## config.mk

```make
export PLATFORM = sky130hd
export DESIGN_NAME = vga_sync_receiver
export DESIGN_NICKNAME = d
export VERILOG_FILES = /design/src/rtl/vga_sync_receiver.sv
export SDC_FILE = /design/constraint.sdc
export NUM_CORES = 1
export LEC_CHECK = 0
export CAP_MARGIN = 20
export CORE_UTILIZATION = 50
export DETAILED_ROUTE_END_ITERATION = 8
export HOLD_SLACK_MARGIN = 0.08
export MAX_ROUTING_LAYER = met4
export PLACE_DENSITY = 0.71
export SLEW_MARGIN = 25
export SYNTH_ARGS = -nofsm -noshare
export SYNTH_HDL_FRONTEND = slang
export SYNTH_SLANG_ARGS = --single-unit
```

## constraint.sdc

```tcl
create_clock -name clk -period 3.35 [get_ports clk]
set_clock_uncertainty 0.05 [all_clocks]
set_input_delay 0.67 -clock clk [delete_from_list [all_inputs] [get_ports clk]]
set_output_delay 0.67 -clock clk [all_outputs]
set_load 0.02 [all_outputs]
```

## src/rtl/vga_sync_receiver.sv

```systemverilog
// Sink-side monitor for a VGA-style timing stream: measures line/frame periods, recovers pixel
// coordinates and declares lock. Define VGA_RX_DE_CHECK_EN to also police video_on extents.
module vga_sync_receiver #(
  parameter int unsigned H_TOTAL     = 1440,
  parameter int unsigned V_TOTAL     = 831,
  parameter int unsigned H_VISIBLE   = 1280,
  parameter int unsigned V_VISIBLE   = 800,
  parameter int unsigned LOCK_FRAMES = 2
) (
  input  logic        clk,
  input  logic        reset_n,
  input  logic        hsync,
  input  logic        vsync,
  input  logic        video_on,
  output logic [10:0] rx_x,
  output logic [9:0]  rx_y,
  output logic        rx_de,
  output logic [11:0] h_meas,
  output logic [10:0] v_meas,
  output logic        frame_start,
  output logic        locked,
  output logic        timing_err
);

  localparam int unsigned HW = 12;
  localparam int unsigned VW = 11;
  localparam int unsigned XW = 11;
  localparam int unsigned YW = 10;
  localparam int unsigned GW = 4;

  localparam logic [HW-1:0] H_MAX  = '1;
  localparam logic [VW-1:0] V_MAX  = '1;
  localparam logic [HW-1:0] H_EXP  = HW'(H_TOTAL);
  localparam logic [VW-1:0] V_EXP  = VW'(V_TOTAL);
  localparam logic [GW-1:0] LOCK_W = GW'(LOCK_FRAMES);

  if (LOCK_FRAMES < 1 || LOCK_FRAMES > 15 || H_VISIBLE > H_TOTAL || V_VISIBLE > V_TOTAL)
  begin : g_cfg_err
    $error("vga_sync_receiver: illegal parameter set");
  end

  typedef enum logic [1:0] {
    ST_IDLE   = 2'd0,
    ST_CHECK  = 2'd1,
    ST_LOCKED = 2'd2
  } state_t;

  logic          r_hs_q, r_vs_q, r_de_q;
  logic          w_hs_rise, w_vs_rise, w_de_rise, w_de_fall;
  logic [HW-1:0] r_hcnt, r_h_meas, w_h_meas_new;
  logic          r_h_armed;
  logic [VW-1:0] r_vcnt, r_v_meas, w_vcnt_new;
  logic          r_frame_bad;
  logic [XW-1:0] r_rx_x;
  logic [YW-1:0] r_rx_y, r_row, w_row_cur;
  logic          r_rx_de;
  state_t        r_state, w_state_nxt;
  logic [GW-1:0] r_good, w_good_nxt;
  logic          w_err_nxt, r_err, r_locked, r_fs;
  logic          w_checking, w_los, w_line_bad, w_frame_bad;
  logic          w_de_line_bad, w_de_frame_bad;

  assign w_hs_rise = hsync & ~r_hs_q;
  assign w_vs_rise = vsync & ~r_vs_q;
  assign w_de_rise = video_on & ~r_de_q;
  assign w_de_fall = ~video_on & r_de_q;

  assign w_h_meas_new = (r_hcnt == H_MAX) ? H_MAX : r_hcnt + 12'd1;
  // A line that coincides with the frame edge is counted before the frame closes.
  assign w_vcnt_new   = (w_hs_rise && (r_vcnt != V_MAX)) ? r_vcnt + 11'd1 : r_vcnt;
  assign w_row_cur    = w_vs_rise ? '0 : r_row;

  assign w_checking  = (r_state != ST_IDLE);
  assign w_los       = (r_hcnt == H_MAX);
  assign w_line_bad  = (w_hs_rise && r_h_armed && (w_h_meas_new != H_EXP)) || w_de_line_bad;
  assign w_frame_bad = (w_vcnt_new != V_EXP) || r_frame_bad || w_line_bad || w_de_frame_bad;

`ifdef VGA_RX_DE_CHECK_EN
  localparam logic [HW-1:0] HV_EXP = HW'(H_VISIBLE);
  localparam logic [VW-1:0] VV_EXP = VW'(V_VISIBLE);

  logic [HW-1:0] r_de_cnt;
  logic [VW-1:0] r_de_lines, w_de_lines_new;
  logic          w_de_line_end;

  assign w_de_line_end  = w_hs_rise && (r_de_cnt != '0);
  assign w_de_lines_new = w_de_line_end ? r_de_lines + 11'd1 : r_de_lines;
  assign w_de_line_bad  = w_de_line_end && r_h_armed && (r_de_cnt != HV_EXP);
  assign w_de_frame_bad = (w_de_lines_new != VV_EXP);

  // Per-line active clock count and per-frame active line count.
  always_ff @(posedge clk or negedge reset_n) begin
    if (!reset_n) begin
      r_de_cnt   <= '0;
      r_de_lines <= '0;
    end else begin
      if (w_hs_rise)                          r_de_cnt <= video_on ? 12'd1 : 12'd0;
      else if (video_on && r_de_cnt != H_MAX) r_de_cnt <= r_de_cnt + 12'd1;
      r_de_lines <= w_vs_rise ? '0 : w_de_lines_new;
    end
  end
`else
  assign w_de_line_bad  = 1'b0;
  assign w_de_frame_bad = 1'b0;
`endif

  // Edge capture, period measurement and coordinate recovery.
  always_ff @(posedge clk or negedge reset_n) begin
    if (!reset_n) begin
      r_hs_q      <= 1'b0;
      r_vs_q      <= 1'b0;
      r_de_q      <= 1'b0;
      r_hcnt      <= '0;
      r_h_armed   <= 1'b0;
      r_h_meas    <= '0;
      r_vcnt      <= '0;
      r_v_meas    <= '0;
      r_frame_bad <= 1'b0;
      r_row       <= '0;
      r_rx_x      <= '0;
      r_rx_y      <= '0;
      r_rx_de     <= 1'b0;
      r_fs        <= 1'b0;
    end else begin
      r_hs_q <= hsync;
      r_vs_q <= vsync;
      r_de_q <= video_on;

      if (w_hs_rise) begin
        r_hcnt    <= '0;
        r_h_armed <= 1'b1;
        if (r_h_armed) r_h_meas <= w_h_meas_new;
      end else if (r_hcnt != H_MAX) begin
        r_hcnt <= r_hcnt + 12'd1;
      end

      if (w_vs_rise) begin
        r_v_meas <= w_vcnt_new;
        r_vcnt   <= '0;
      end else begin
        r_vcnt   <= w_vcnt_new;
      end

      if (w_vs_rise)                     r_frame_bad <= 1'b0;
      else if (w_line_bad && w_checking) r_frame_bad <= 1'b1;

      if (w_vs_rise)      r_row <= '0;
      else if (w_de_fall) r_row <= r_row + 10'd1;

      if (video_on) begin
        r_rx_x <= w_de_rise ? '0 : r_rx_x + 11'd1;
        r_rx_y <= w_row_cur;
      end
      r_rx_de <= video_on;
      r_fs    <= w_vs_rise;
    end
  end

  // Lock FSM: state and registered status outputs.
  always_ff @(posedge clk or negedge reset_n) begin
    if (!reset_n) begin
      r_state  <= ST_IDLE;
      r_good   <= '0;
      r_err    <= 1'b0;
      r_locked <= 1'b0;
    end else begin
      r_state  <= w_state_nxt;
      r_good   <= w_good_nxt;
      r_err    <= w_err_nxt;
      r_locked <= (w_state_nxt == ST_LOCKED);
    end
  end

  always_comb begin
    w_state_nxt = r_state;
    w_good_nxt  = r_good;
    w_err_nxt   = 1'b0;
    case (r_state)
      ST_IDLE: begin
        if (w_vs_rise) begin
          w_state_nxt = ST_CHECK;
          w_good_nxt  = '0;
        end
      end
      ST_CHECK: begin
        if (w_los) begin
          w_state_nxt = ST_IDLE;
          w_good_nxt  = '0;
          w_err_nxt   = 1'b1;
        end else if (w_vs_rise) begin
          if (w_frame_bad) begin
            w_good_nxt = '0;
            w_err_nxt  = 1'b1;
          end else begin
            w_good_nxt = r_good + 4'd1;
            if ((r_good + 4'd1) == LOCK_W) w_state_nxt = ST_LOCKED;
          end
        end
      end
      ST_LOCKED: begin
        if (w_los) begin
          w_state_nxt = ST_IDLE;
          w_good_nxt  = '0;
          w_err_nxt   = 1'b1;
        end else if (w_line_bad || (w_vs_rise && w_frame_bad)) begin
          w_state_nxt = ST_CHECK;
          w_good_nxt  = '0;
          w_err_nxt   = 1'b1;
        end
      end
      default: begin
        w_state_nxt = ST_IDLE;
        w_good_nxt  = '0;
      end
    endcase
  end

  assign rx_x        = r_rx_x;
  assign rx_y        = r_rx_y;
  assign rx_de       = r_rx_de;
  assign h_meas      = r_h_meas;
  assign v_meas      = r_v_meas;
  assign frame_start = r_fs;
  assign locked      = r_locked;
  assign timing_err  = r_err;

endmodule

```

After elaboration in Yosys (flattened, before gate mapping) --
Index checks and enable logic that the tools add are counted. W data, S select, Z words.
Storage, ports and cells: bits of input ports 5, register bits after elaboration 91, word-level logic and storage cells 89
Operators by class: equality and inequality tests 12, mux-type cells 32, reduce and logical (&&, ||, !) cells 15, add/subtract/negate cells 5, bitwise gates (word level) 8
Operator list (count):
- $mux W12 | 3
- $mux W11 | 3
- $mux W10 | 3
- $mux W4 | 6
- $add A11 B1 Y11 const B | 2
- $mux W2 | 7
- $add A12 B1 Y12 const B | 1
- $eq A12 B12 Y1 const B | 1
- $ne A12 B11 Y1 const B | 1
- $ne A12 B12 Y1 const B | 1
- $pmux W4 S3 | 1
- $ne A11 B10 Y1 const B | 1
- $ne A11 B11 Y1 const B | 1
- $add A10 B1 Y10 const B | 1
- $reduce_bool A2 Y1 | 4
- $mux W1 | 7
- $ne A3 B3 Y1 const B | 2
- $pmux W2 S3 | 1
- $logic_and A1 B1 Y1 | 5
- $add A4 B1 Y4 const B | 1
- $and A1 B1 Y1 | 4
- $eq A2 B2 Y1 const B | 2
- $eq A4 B2 Y1 const B | 1
- $not A1 Y1 | 4
- 7 further kinds | 9

Longest topological paths before layout --
Gate-level depths: netlist (run 1).
word-level depth 13, mapped depth 9

Worst setup path after synthesis (run 1) --
OpenSTA, ideal clock, no wires.
path kind register to register, start point register r_hcnt[0], end point register r_good[0], path buffers 0, period minus slack after synthesis 2542 ps, data arrival time 2365 ps, stages on the path, launching flop included 10, slack 808 ps, cell sequence dfrtp_1 ha_1 or2_1 o22ai_1 nand4b_1 nand4b_4 o311ai_4 a41o_1 o31a_2 mux2_1
Between the ends: word-level cells in the longest chain between the ends 9, elaborated cells on any way between the ends 16
RTL lines:
- from (decl) | RTL line 50 | logic [HW-1:0] r_hcnt, r_h_meas, w_h_meas_new;
- from (signal assigned) | RTL line 134 | r_hcnt <= r_hcnt + 12'd1;
- $add A12 B1 Y12 or $eq A12 B12 Y1 (tied branches) | RTL line 68, 74
- $mux W12 | RTL line 68 | assign w_h_meas_new = (r_hcnt == H_MAX) ? H_MAX : r_hcnt + 12'd1;
- $ne A12 B11 Y1 | RTL line 75 | assign w_line_bad = (w_hs_rise && r_h_armed && (w_h_meas_new != H_EXP)) || w_de_line_bad;
- $logic_and A1 B1 Y1 | RTL line 75
- $logic_or A1 B1 Y1 | RTL line 76 | assign w_frame_bad = (w_vcnt_new != V_EXP) || r_frame_bad || w_line_bad || w_de_frame_bad;
- $mux W4 or $logic_and A1 B1 Y1 (tied branches) | RTL line 191, 205
- $mux W4 or $logic_or A1 B1 Y1 (tied branches) | RTL line 190, 205
- $mux W4 or $ne A3 B3 Y1 (tied branches)
- $pmux W4 S3 or $reduce_and A3 Y1 (tied branches)
- to (signal assigned) | RTL line 168 | r_good <= w_good_nxt;
- to (decl) | RTL line 58 | logic [GW-1:0] r_good, w_good_nxt;
Several ways; a longest one is shown, not always the timed one. The select of a mux whose other input is x is not followed. A chain may end at the register's enable or synchronous reset.

Worst setup path after layout (run 1) --
Ends and elaborated chain as after synthesis.

==> results of run 1 <==
[worst max-delay path by stage]
| stage | slack [ps] | cells past startpoint | start | end |
|---|---|---|---|---|
| 4_1_cts | 500 | 9 | r_hcnt[0]$_DFFE_PN0P_ | r_good[1]$_DFFE_PN0P_ |
| 5_1_grt | 280 | 9 | r_hcnt[0]$_DFFE_PN0P_ | r_good[0]$_DFFE_PN0P_ |
| 6_report | 480 | 9 | r_hcnt[0]$_DFFE_PN0P_ | r_good[0]$_DFFE_PN0P_ |
| 3_5_place_dp | 190 | 9 | hsync | r_good[1]$_DFFE_PN0P_ |
| 2_1_floorplan | 810 | 9 | r_hcnt[0]$_DFFE_PN0P_ | r_good[0]$_DFFE_PN0P_ |
| 3_3_place_gp | 230 | 9 | hsync | r_good[3]$_DFFE_PN0P_ |
[area by class of cell]
class	instances	area, um^2	area share (%)
Sequential cell	91	2277	42.94
Tap cell	105	131.4	2.478
Multi-Input combinational cell	327	2007	37.85
Inverter	19	71.32	1.345
Clock inverter	7	121.4	2.289
Timing Repair Buffer	59	570.5	10.76
Clock buffer	9	123.9	2.336
[cell families (layout without fill, tap and decap cells)]
family	after synthesis	in the layout	share of synthesized area, %
AOI/OAI and AO/OA	86	86	12.22
xor gates and xnor gates	27	27	5.504
adders and majority gates	10	10	2.822
buffers and inverters	37	94	3.358
DFF	91	91	51.37
muxes	11	11	2.625
and+or+nand+nor	193	193	22.10
[sequential cells by signal, indices dropped and copies added, names as in the netlist, 2 cells and up]
signal,flops
h_meas,12
r_hcnt,12
r_vcnt,11
rx_x,11
v_meas,11
r_row,10
rx_y,10
r_good,4
r_state,2
[power groups by stage]
stage          clock, W  sequential, W  combinational [W]
2_1_floorplan         0        0.00129           0.000234
3_3_place_gp          0        0.00127           0.000394
3_5_place_dp          0        0.00128           0.000407
4_1_cts        0.000926        0.00126           0.000409
5_1_grt        0.000966        0.00127           0.000447
6_report       0.000899        0.00126           0.000404
[worst reg2reg max path, stage by stage, from the launching register on]
cell                       delay (ps)
sky130_fd_sc_hd__dfrtp_1          470
sky130_fd_sc_hd__ha_1             300
sky130_fd_sc_hd__or2_1            240
sky130_fd_sc_hd__o22ai_1          160
sky130_fd_sc_hd__nand4b_1         130
sky130_fd_sc_hd__nand4b_4         210
sky130_fd_sc_hd__o311ai_4         430
sky130_fd_sc_hd__a41o_1           240
sky130_fd_sc_hd__o31a_2           200
sky130_fd_sc_hd__mux2_1           330
[per-layer routing]
layer  global-route usage, %  up-vias  routed length (um)
met5                       -        -                   0
met4                   9.950        0                 153
met3                   4.107       17                 255
met2                   35.05       53                4361
met1                   27.25     1671                4137
li1                        -     1674                   -
[per-stage QoR]
stage	instance area [um^2]	setup WS [ps]
floorplan	4433	807.8
global placement	5057	234.2
detailed placement	5057	187.0
CTS	5303	498.8
global route	5303	278.5
finish	5303	480.7
[cells in the mapped netlist (all sizes together), types with 8 or more instances]
library cell  count  area, um^2
xor2             20       175.2
nand3            27       147.6
dfrtp            91        2277
nand4             8       56.30
o21ai            47       235.2
nand2            53       201.5
clkbuf           12       45.04
nor2             56       210.2
ha               10       125.1
inv              18       67.56
a21oi            13       65.06
and3             11       68.82
==> results summary, run 1 <==
The run finished with clean final reports. The largest stage delay on the critical path is 470 ps. The number of hold buffers added after cts came out at 0.

The count of final hold-check violations came out at 0. The first detailed-routing pass took 4 iterations. The library cell used most frequently in the layout, excluding fill and tap cells, is sky130_fd_sc_hd__dfrtp_1. The commonest register cell after synthesis is sky130_fd_sc_hd__dfrtp_1.

Counting I/O delays and the setup requirement, the final critical path takes 2869 ps. The internal power summed over all cells is 0.001848 W. The synthesized design contains 91 register bits. The initial antenna violation count came out at 0. The routed length per placed instance came out at 14.44 um. The via count of the first global-routing pass came out at 3329.

The buffers inserted during post-CTS setup optimization came out at 0. Among cell families on the critical path, the largest total delay comes from compound AO/OA/AOI/OAI gates. The number of warnings printed during yosys synthesis came out at 0. The final weighted congestion in routability-driven placement is 0.8917.

The global route total overflow is 0. The site row count came out at 33. Of the synthesized area, sequential elements account for 51.37%. The total power after layout came out at 0.002560 W. The maximum clock frequency is 0.3485 GHz. The data arrival at the endpoint of the critical path is 3060 ps. The worst supply voltage drop on vdd came out at 0.2845 mV. The detail route stage leaves a number of antenna-violating nets equal to 0. The number of H-tree levels came out at 3. STA classifies the critical path startpoint as a register. The number of enable flip-flop cells after synthesis came out at 0. The worst-case headroom to the max-slew limit came out at 56.62%. The clock sink total is 91. The largest net degree at the start of global routing is 42.

The max-capacitance violation count came out at 0. The number of antenna diodes in the final layout is 0. The leakage power figure came out at 2.381 nW. The required arrival time at the worst endpoint is 3540 ps. Summed over all layers, the routed wires come to 8907 um. The proportion of synthesized flip-flops having asynchronous set or reset came out at 100.0%. The port buffer count came out at 52. The net switching fraction of the power is 27.79%. The mean number of vias per cell is 5.535.

Setup repair after global routing left no endpoint under its margin. Walking the worst path, the cells encountered are ha_1 -> or2_1 -> o22ai_1 -> nand4b_1 -> nand4b_4 -> o311ai_4 -> a41o_1 -> o31a_2 -> mux2_1. The longest clock path from root to sink contains 2 buffers.

The path depth of the worst reg2reg path came out at 9. The worst hold margin is 224.9 ps. The layout has 692 filler cells. 53 I/O pins were placed. The wire length of the first global-routing pass is 15120 um. The overall die area is 0.009247 mm^2. The share of the cycle needed by the critical path after routing came out at 85.65%. The setup TNS is 0 ps. The switching power is 0.0007114 W. The share of power burned in registers is 49.1%. The portion of total power attributed to the clock network came out at 35.1%. The share of total power dissipated in combinational logic is 15.8%.

The total clock buffers created by CTS came out at 9. The clock transition at the register clock pins on the worst setup and hold paths after CTS came out at 90 ps. The initial utilization of the core area, before any placement, comes to 52.89%.

The first routing iteration left 124 violations. The estimated wirelength of the detail-placed design came out at 6288 um. The area growth from synthesis to layout came out at 19.62%. The region available for standard cell placement spans 0.008382 mm^2. Synthesis produced 455 cells. The tree is rooted in a sky130_fd_sc_hd__clkbuf_8. Once placement completed, the tool counted placed cells totaling 601. Setup slack on the worst reg-to-reg path comes out at 480 ps. The final instance count without filler cells is 617. The power density of the placed cells came out at 482.7 mW/mm^2. TritonCTS built the clock tree.

In the layout the commonest cells are sky130_fd_sc_hd__dfrtp_1, sky130_fd_sc_hd__nor2_1, sky130_fd_sc_hd__nand2_1. The via count came out at 3415. The post-synth net total came out at 470. The vertical die dimension came out at 96.16 um. The end of the worst register-to-register path is r_good[0]$_DFFE_PN0P_. The die width came out at 96.16 um. The clock latency on the worst-skew pair came out at 360 ps. The count of pins over their slew limit came out at 0.

The mean area per synthesized cell came out at 9.743 um^2. The critical path endpoint category is a register. Cells fill 63.26% of the core in the end.

The path class of the tightest hold or removal check is input port to asynchronous set/reset pin. In this run the critical register-to-register path is launched from r_hcnt[0]$_DFFE_PN0P_. At the pin with the least slew margin, the transition time is 649.2 ps. Among all stages on the critical path, the largest delay is contributed by sky130_fd_sc_hd__dfrtp_1. Along the worst path, the maximum fanout reaches 7.

The final-report setup violation count came out at 0. The total buffers and inverters traversed by the critical path came out at 0. The number of remaining DRC errors came out at 0. The layout cell share with drive strength beyond 1 is 8.008%.

In the final design database the tool counted 522 nets. The number of distinct library cell variants in the gate-level netlist after synthesis is 60. The global router's overall resource usage came out at 22.00%. After clock tree synthesis, the repair step resized 0 gates. The synthesized netlist occupies a cell area of 0.004433 mm^2. The category of the most critical setup path is register to register.
(Power assumes the default switching activity.)
==> run 2: changes to the inputs <==
--- a/config.mk
+++ b/config.mk
@@ -6,6 +6,7 @@
 export NUM_CORES = 1
 export LEC_CHECK = 0
 export CAP_MARGIN = 20
+export CORE_MARGIN = 1
 export CORE_UTILIZATION = 50
 export DETAILED_ROUTE_END_ITERATION = 8
 export HOLD_SLACK_MARGIN = 0.08
==> results of run 2 <==
Final layout, timing and power as in run 1 (identical DEF).
